`src/rtl/frame_pkg.sv`:
```
// ---------------------------------------------------------------------------
// frame_pkg
// Shared definitions for the frame sequencer block.
//   FRAME_CNT_W_DEFAULT : default width of the completed-swap counter
//   state_e             : sequencer FSM state encoding
// ---------------------------------------------------------------------------
package frame_pkg;

  localparam int FRAME_CNT_W_DEFAULT = 16;

  typedef enum logic [2:0] {
    ST_IDLE       = 3'd0,
    ST_CLEAR      = 3'd1,
    ST_DRAW       = 3'd2,
    ST_WAIT_VSYNC = 3'd3,
    ST_SWAP       = 3'd4
  } state_e;

endpackage

```
`src/rtl/frame_sequencer_edge_detect.sv`:
```
// ---------------------------------------------------------------------------
// edge_detect
// Rising-edge detector for a level signal that is already synchronous to
// clk_i. The previous-cycle value is held in one register; the edge output
// is high in the cycle where the input is 1 and the stored value is 0.
//   clk_i  : clock, rising edge
//   rst_ni : synchronous active-low reset (clears the stored value)
//   sig_i  : level input
//   rise_o : rising-edge indication
// ---------------------------------------------------------------------------
module edge_detect (
  input  logic clk_i,
  input  logic rst_ni,
  input  logic sig_i,
  output logic rise_o
);

  logic prev_q;
  logic prev_d;

  assign prev_d = sig_i;

  // Previous-cycle copy of the input; cleared on reset so an input that is
  // already high when reset releases is treated as a fresh edge.
  always_ff @(posedge clk_i) begin
    if (!rst_ni) begin
      prev_q <= 1'b0;
    end else begin
      prev_q <= prev_d;
    end
  end

  assign rise_o = sig_i & ~prev_q;

endmodule

```
`src/rtl/frame_sequencer.sv`:
```
// ---------------------------------------------------------------------------
// frame_sequencer
// Double-buffered rendering loop controller: clears the back buffer, has the
// rasterizer draw into it, then waits for a vsync rising edge and swaps.
//   Clk               : system clock, rising edge
//   Reset_n           : synchronous active-low reset
//   enable            : run the rendering loop while high
//   vsync             : vertical sync level (synchronous to Clk)
//   clear_frame_start : level request to the frame-clear engine
//   clear_frame_done  : completion from the frame-clear engine
//   draw_start        : level request to the rasterizer
//   draw_done         : completion from the rasterizer
//   buffer_select     : displayed buffer index (back buffer is the other one)
//   frame_count       : completed-swap counter, wraps
//   frame_dropped     : one-cycle pulse when vsync arrives before the back
//                       buffer is finished
//   busy              : high whenever the FSM is not idle
// ---------------------------------------------------------------------------
module frame_sequencer
  import frame_pkg::*;
#(
  parameter int FRAME_CNT_W = FRAME_CNT_W_DEFAULT
) (
  input  logic                   Clk,
  input  logic                   Reset_n,
  input  logic                   enable,
  input  logic                   vsync,
  output logic                   clear_frame_start,
  input  logic                   clear_frame_done,
  output logic                   draw_start,
  input  logic                   draw_done,
  output logic                   buffer_select,
  output logic [FRAME_CNT_W-1:0] frame_count,
  output logic                   frame_dropped,
  output logic                   busy
);

  state_e                 state_q;
  state_e                 state_d;
  logic                   buf_q;
  logic                   buf_d;
  logic [FRAME_CNT_W-1:0] count_q;
  logic [FRAME_CNT_W-1:0] count_d;
  logic                   dropped_q;
  logic                   dropped_d;
  logic                   vsync_rise;

  edge_detect u_vsync_edge (
    .clk_i  (Clk),
    .rst_ni (Reset_n),
    .sig_i  (vsync),
    .rise_o (vsync_rise)
  );

  // State and datapath registers; reset wins over every input.
  always_ff @(posedge Clk) begin
    if (!Reset_n) begin
      state_q   <= ST_IDLE;
      buf_q     <= 1'b0;
      count_q   <= '0;
      dropped_q <= 1'b0;
    end else begin
      state_q   <= state_d;
      buf_q     <= buf_d;
      count_q   <= count_d;
      dropped_q <= dropped_d;
    end
  end

  // Next-state logic. Completion inputs are only looked at in the state
  // that issued the matching request, so stray pulses elsewhere are ignored.
  // enable is only sampled in IDLE and SWAP, so dropping it mid-loop lets
  // the current frame finish.
  always_comb begin
    state_d = state_q;
    unique case (state_q)
      ST_IDLE: begin
        if (enable) state_d = ST_CLEAR;
      end
      ST_CLEAR: begin
        if (clear_frame_done) state_d = ST_DRAW;
      end
      ST_DRAW: begin
        if (draw_done) state_d = vsync_rise ? ST_SWAP : ST_WAIT_VSYNC;
      end
      ST_WAIT_VSYNC: begin
        if (vsync_rise) state_d = ST_SWAP;
      end
      ST_SWAP: begin
        state_d = enable ? ST_CLEAR : ST_IDLE;
      end
      default: begin
        state_d = ST_IDLE;
      end
    endcase
  end

  // Swap bookkeeping and dropped-frame detection. A vsync edge that lands
  // while the back buffer is still being cleared or drawn is a missed frame;
  // it does not disturb the FSM, which keeps working toward the next vsync.
  always_comb begin
    buf_d     = buf_q;
    count_d   = count_q;
    dropped_d = 1'b0;
    if (state_q == ST_SWAP) begin
      buf_d   = ~buf_q;
      count_d = count_q + FRAME_CNT_W'(1);
    end
    if (vsync_rise &&
        ((state_q == ST_CLEAR) || ((state_q == ST_DRAW) && !draw_done))) begin
      dropped_d = 1'b1;
    end
  end

  // Moore outputs from the state register; the two requests decode from
  // distinct states so they can never overlap.
  assign clear_frame_start = (state_q == ST_CLEAR);
  assign draw_start        = (state_q == ST_DRAW);
  assign busy              = (state_q != ST_IDLE);
  assign buffer_select     = buf_q;
  assign frame_count       = count_q;
  assign frame_dropped     = dropped_q;

endmodule

```
`config.mk`:
```
export PLATFORM = sky130hd
export DESIGN_NAME = frame_sequencer
export DESIGN_NICKNAME = d
export VERILOG_FILES = /design/src/rtl/frame_pkg.sv /design/src/rtl/frame_sequencer_edge_detect.sv /design/src/rtl/frame_sequencer.sv
export SDC_FILE = /design/constraint.sdc
export NUM_CORES = 1
export LEC_CHECK = 0
export CORE_MARGIN = 2
export CORE_UTILIZATION = 49
export CTS_CLUSTER_SIZE = 28
export DETAILED_ROUTE_END_ITERATION = 10
export GPL_TIMING_DRIVEN = 1
export PLACE_DENSITY = 0.83
export SLEW_MARGIN = 15
export SYNTH_ARGS = -nofsm -noshare
export SYNTH_HDL_FRONTEND = slang
export SYNTH_SLANG_ARGS = --single-unit
```
`constraint.sdc`:
```
create_clock -name Clk -period 4.01 [get_ports Clk]
set_clock_uncertainty 0.05 [all_clocks]
set_input_delay 1.203 -clock Clk [delete_from_list [all_inputs] [get_ports Clk]]
set_output_delay 1.203 -clock Clk [all_outputs]
set_load 0.02 [all_outputs]
```
; Word level (Yosys, flattened, before mapping)
; Index checks and enable logic that the tools add are counted.
[totals]
output_inout_bits = 21
regBits = 22
[op_classes]
n_eq_ne = 8
n_addsub = 1
n_mux = 8
n_reduce_logical = 7
bitwise_logic = 3
[op_table]
columns = operator, count
row1 = $add A16 B1 Y16 const B, 1
row2 = $mux W3, 5
row3 = $pmux W3 S5, 1
row4 = $eq A3 B2 Y1 const B, 2
row5 = $ne A2 B1 Y1 const B, 2
row6 = $ne A2 B2 Y1 const B, 2
row7 = $reduce_and A4 Y1, 1
row8 = $eq A3 B1 Y1 const B, 1
row9 = $eq A3 B3 Y1 const B, 1
row10 = $logic_not A3 Y1, 1
row11 = $reduce_bool A3 Y1, 1
row12 = $logic_and A1 B1 Y1, 2
row13 = $mux W1, 2
row14 = $not A1 Y1, 2
row15 = $and A1 B1 Y1, 1
row16 = $logic_not A1 Y1, 1
row17 = $logic_or A1 B1 Y1, 1

; Logic depth before layout (Yosys ltp)
[logic_depth]
word_depth = 5
mapped_depth = 5

; Hierarchy
; From an unflattened synthesis, not the netlist that was laid out.
[hier_totals]
hier_cells = 118
area_unflattened_um2 = 1023.5
[by_module_without_submodules]
columns = module, seq_area_each_um2, cells_each, instances, area_each_um2
row1 = frame_sequencer, 420.4, 115, 1, 983.4
row2 = edge_detect, 20.0, 3, 1, 40.0

; Least setup slack after synthesis
; OpenSTA, ideal clock, no wires.
[synth_timing]
path_kind = input port to flip-flop
start = in Reset_n
end = reg count_q[8] (netlist: frame_count[8])
t_arrival_ps = 2135
cell_stages = 4
setup_time_ps = 59
path_slack_ps = 1766
cell_sequence = clkbuf_1 inv_1 or4_1 nand2_1
[synth_lines]
columns = element, line
row1 = "start, declared", frame_sequencer.sv:25  ; input logic Reset_n,
row2 = "end signal, assigned", frame_sequencer.sv:65  ; count_q <= count_d;
row3 = "end, declared", frame_sequencer.sv:42  ; logic [FRAME_CNT_W-1:0] count_q;

; Final worst setup path
[layout_timing]
start = reg state_q[0]
end = out busy
[layout_via]
elab_chain_cells = 1
[layout_rtl]
columns = element, line
row1 = "start, declared", frame_sequencer.sv:38  ; state_e state_q;
row2 = "start signal, assigned", frame_sequencer.sv:63  ; state_q <= state_d;
row3 = $reduce_bool A3 Y1, frame_sequencer.sv:119  ; assign busy = (state_q != ST_IDLE);
row4 = "end, declared", frame_sequencer.sv:35  ; output logic busy
; No other way between the ends.

==> flow_summary_export.csv <==
group,metric,value,unit
global_routing,antenna_found_initial,0,
timing,final-hold-violation-count,0,
setup_path,cp_slowest_stage_delay,0.55,ns
setup_path,critPathLaunchType,"flop",
yosys,synth-main-ff-cell,"dfxtp_1",
global_routing,grt_max_degree,15,
global_routing,grt_pass1_vias,859,
yosys,synth-simple-area-share,0.352,
timing,fmax,329,MHz
detailed_routing,via_count,913,
die,top_level_ports,27,
clock_tree,cts_tree,"done",
timing,tns,0,ns
clock_tree,cts_hold_buf,0,
placement,port_buffers,26,
setup_path,cp_cell_sequence,"or3_2, clkdlybuf4s50_1",
detailed_routing,antenna_left,0,
yosys,synth-seq-cells,22,
die,num_rows,16,
die,dieArea,2570,um2
yosys,syn_nets,122,
setup_path,cp_top_family,"buffers and inverters",
timing,max_slew_margin,0.655,
yosys,synth_xor_area_frac,0.0737,
setup_path,worstSetupPathType,"flop to output pin",
yosys,ys_seq_area_frac,0.412,
clock_tree,clkTransAtPathRegs,0.12,ns
layout,final_nets,149,
power,total_power,0.389,mW
die,die_w,50.7,um
detailed_routing,via_per_inst,5.43,
layout,syn2layout_area_growth,27.7,%
clock_tree,post_cts_resize_count,0,
global_routing,grt_usage,0.183,
setup_path,arrival,1.78,ns
yosys,syn_inst,115,
clock_tree,cts-root-buf,"clkbuf_4",
yosys,synth_edf_count,0,
yosys,synth_fa_ha_area_frac,0.0117,
clock_tree,postCtsSetupRepairBufs,0,
clock_tree,htreeDepth,1,
flow_run,max_cap_viol_count,0,
yosys,synth_area,1070,um2
detailed_routing,drt_iter0_markers,27,
setup_path,cp-end-kind,"output pin",
yosys,async_flop_share,0,
outcome,outcome,"finished, final reports clean",
detailed_routing,drc,0,
yosys,synth_top_family_by_area,"simple AND/OR/NAND/NOR gates",
layout,antenna_cells,0,
global_routing,grt_first_pass_wirelength,3690,um
setup_path,cp.buffers_inverters,1,
placement,hpwl,1610,um
yosys,synth_cell_types,37,
timing,layout_min_cycle_time,3.04,ns
yosys,synth_mux_area_frac,0.0187,
yosys,syn_avg_cell_area,9.30,um2
global_routing,grt-ovfl-total,0,
placement,place_congestion,0.815,
clock_tree,clockBufferDepth,2,
detailed_routing,first_pass_iters,4,
power,powerDensity,285,nW/um2
die,die_h,50.7,um
power,p_leak,0.487,nW
setup_path,slowest_stage,"clkdlybuf4s50_1",
timing,report.final.slew_viol_count,0,
clock_tree,cts_sinks,22,
layout,drive_gt1_frac,0.0993,
timing,finalSetupViolCount,0,
clock_tree,cts_buffers,3,
clock_tree,worst_skew_pair.late_latency,0.31,ns
yosys,synth_compound_area_frac,0.0901,
die,start_util,0.534,
timing,tightest_slew,0.517,ns
timing,rsz0062_at_grt,"no",
detailed_routing,wirelength,2140,um
detailed_routing,wl_per_cell,12.7,um
die,core,2000,um2
hold_path,hold_path_class,"flop to flop",
power,ir_drop,226,uV
setup_path,crit_fanout,10,
setup_path,critPathRequiredTime,2.76,ns
yosys,yosys_warnings,0,
timing,period_share,0.757,
[report_power, final]
group / leakage [nW] / switching [mW] / internal (mW)
Clock: 0.0210 / 0.0668 / 0.0555
Sequential: 0.178 / 0.00631 / 0.222
Combinational: 0.289 / 0.0195 / 0.0194
Total: 0.487 / 0.0926 / 0.297
[worst paths after layout]
path | start | endpoint | slack [ns] | depth (start not counted)
worst max-delay path | state_q[0]$_SDFFE_PN0P_ | busy | 0.97 | 2
worst min-delay path | frame_count[15]$_SDFFE_PN0N_ | frame_count[15]$_SDFFE_PN0N_ | 0.44 | 2
worst max register to register | state_q[0]$_SDFFE_PN0P_ | frame_count[15]$_SDFFE_PN0N_ | 2.19 | 4
worst min register to register | frame_count[15]$_SDFFE_PN0N_ | frame_count[15]$_SDFFE_PN0N_ | 0.44 | 2
[stage by stage]
stage | cells | util | setup slack, ns | hold slack (ns) | area, um2
floorplan | 115 | - | 1.77 | 0.467 | 1070
global placement | 164 | 0.664 | 1.20 | 0.403 | 1330
detailed placement | 164 | 0.664 | 1.16 | 0.424 | 1330
CTS | 168 | 0.683 | 0.958 | 0.444 | 1370
global route | 168 | 0.683 | 0.877 | 0.457 | 1370
finish | 168 | 0.683 | 0.974 | 0.440 | 1370
[area by class of cell]
type | instances | area, um2
fillers | 155 | 636
inverters | 3 | 11.3
multi-input cells | 86 | 584
repair buffers | 26 | 260
well taps | 27 | 33.8
flip-flops and latches | 22 | 440
clock buffers | 4 | 36.3
[layer usage]
metal / track usage / vias to the layer above / wire [um]
li1: - / 462 / -
met1: 0.226 / 416 / 930
met2: 0.316 / 28 / 1050
met3: 0.0327 / 7 / 107
met4: 0.0676 / 0 / 48
met5: 0 / - / 0
[cell usage in the layout (no fill, tap or decap), drive strengths merged, types with 2 or more instances in the layout]
cell type and count:
o21ai 5, nor4 2, mux2i 2, nand3 4, and2 3, clkbuf 4, or3 4, dfxtp 22
nand4 6, nand2 13, nor2 10, or4 2, nand2b 5, nor3 2, clkdlybuf4s50 26, inv 3
a21oi 6, xnor2 5, xor2 4, and3 2
[worst reg2reg max path, cell delays in order, from the launching register on]
cell and delay [ns]:
dfxtp_1 0.44, or3b_4 0.47, nor3_4 0.28, nor4b_2 0.30
mux2i_1 0.22
[logic make-up after synthesis]
| kind of cell | after synthesis |
|---|---|
| AND/OR/NAND/NOR | 58 |
| flip-flops | 22 |
| AO/OA/AOI/OAI | 16 |
| adder cells (fa/ha/maj) | 1 |
| multiplexers | 2 |
| XOR/XNOR | 9 |
| buffers and inverters | 7 |
[state kept, by name, indices dropped and copies added, names as in the netlist]
| name | cells |
|---|---|
| frame_count | 16 |
| state_q | 3 |
| buffer_select | 1 |
| frame_dropped | 1 |
| u_vsync_edge.prev_q | 1 |
[cell usage after synthesis (2+ instances only)]
library cell,n,area share
dfxtp_1,22,0.41
nand2_1,13,0.046
nor2_1,10,0.035
a21oi_1,6,0.028
nand2b_1,5,0.029
nand4_1,5,0.029
o21ai_0,5,0.023
xnor2_1,5,0.041
xor2_1,4,0.033
and2_1,3,0.018
inv_1,3,0.011
nand3_1,3,0.014
buf_6,2,0.021
mux2i_1,2,0.019
nor4_1,2,0.012
or3_1,2,0.012
or3_2,2,0.014
or4_1,2,0.014
Note: power is estimated with default switching activity, not from simulation.
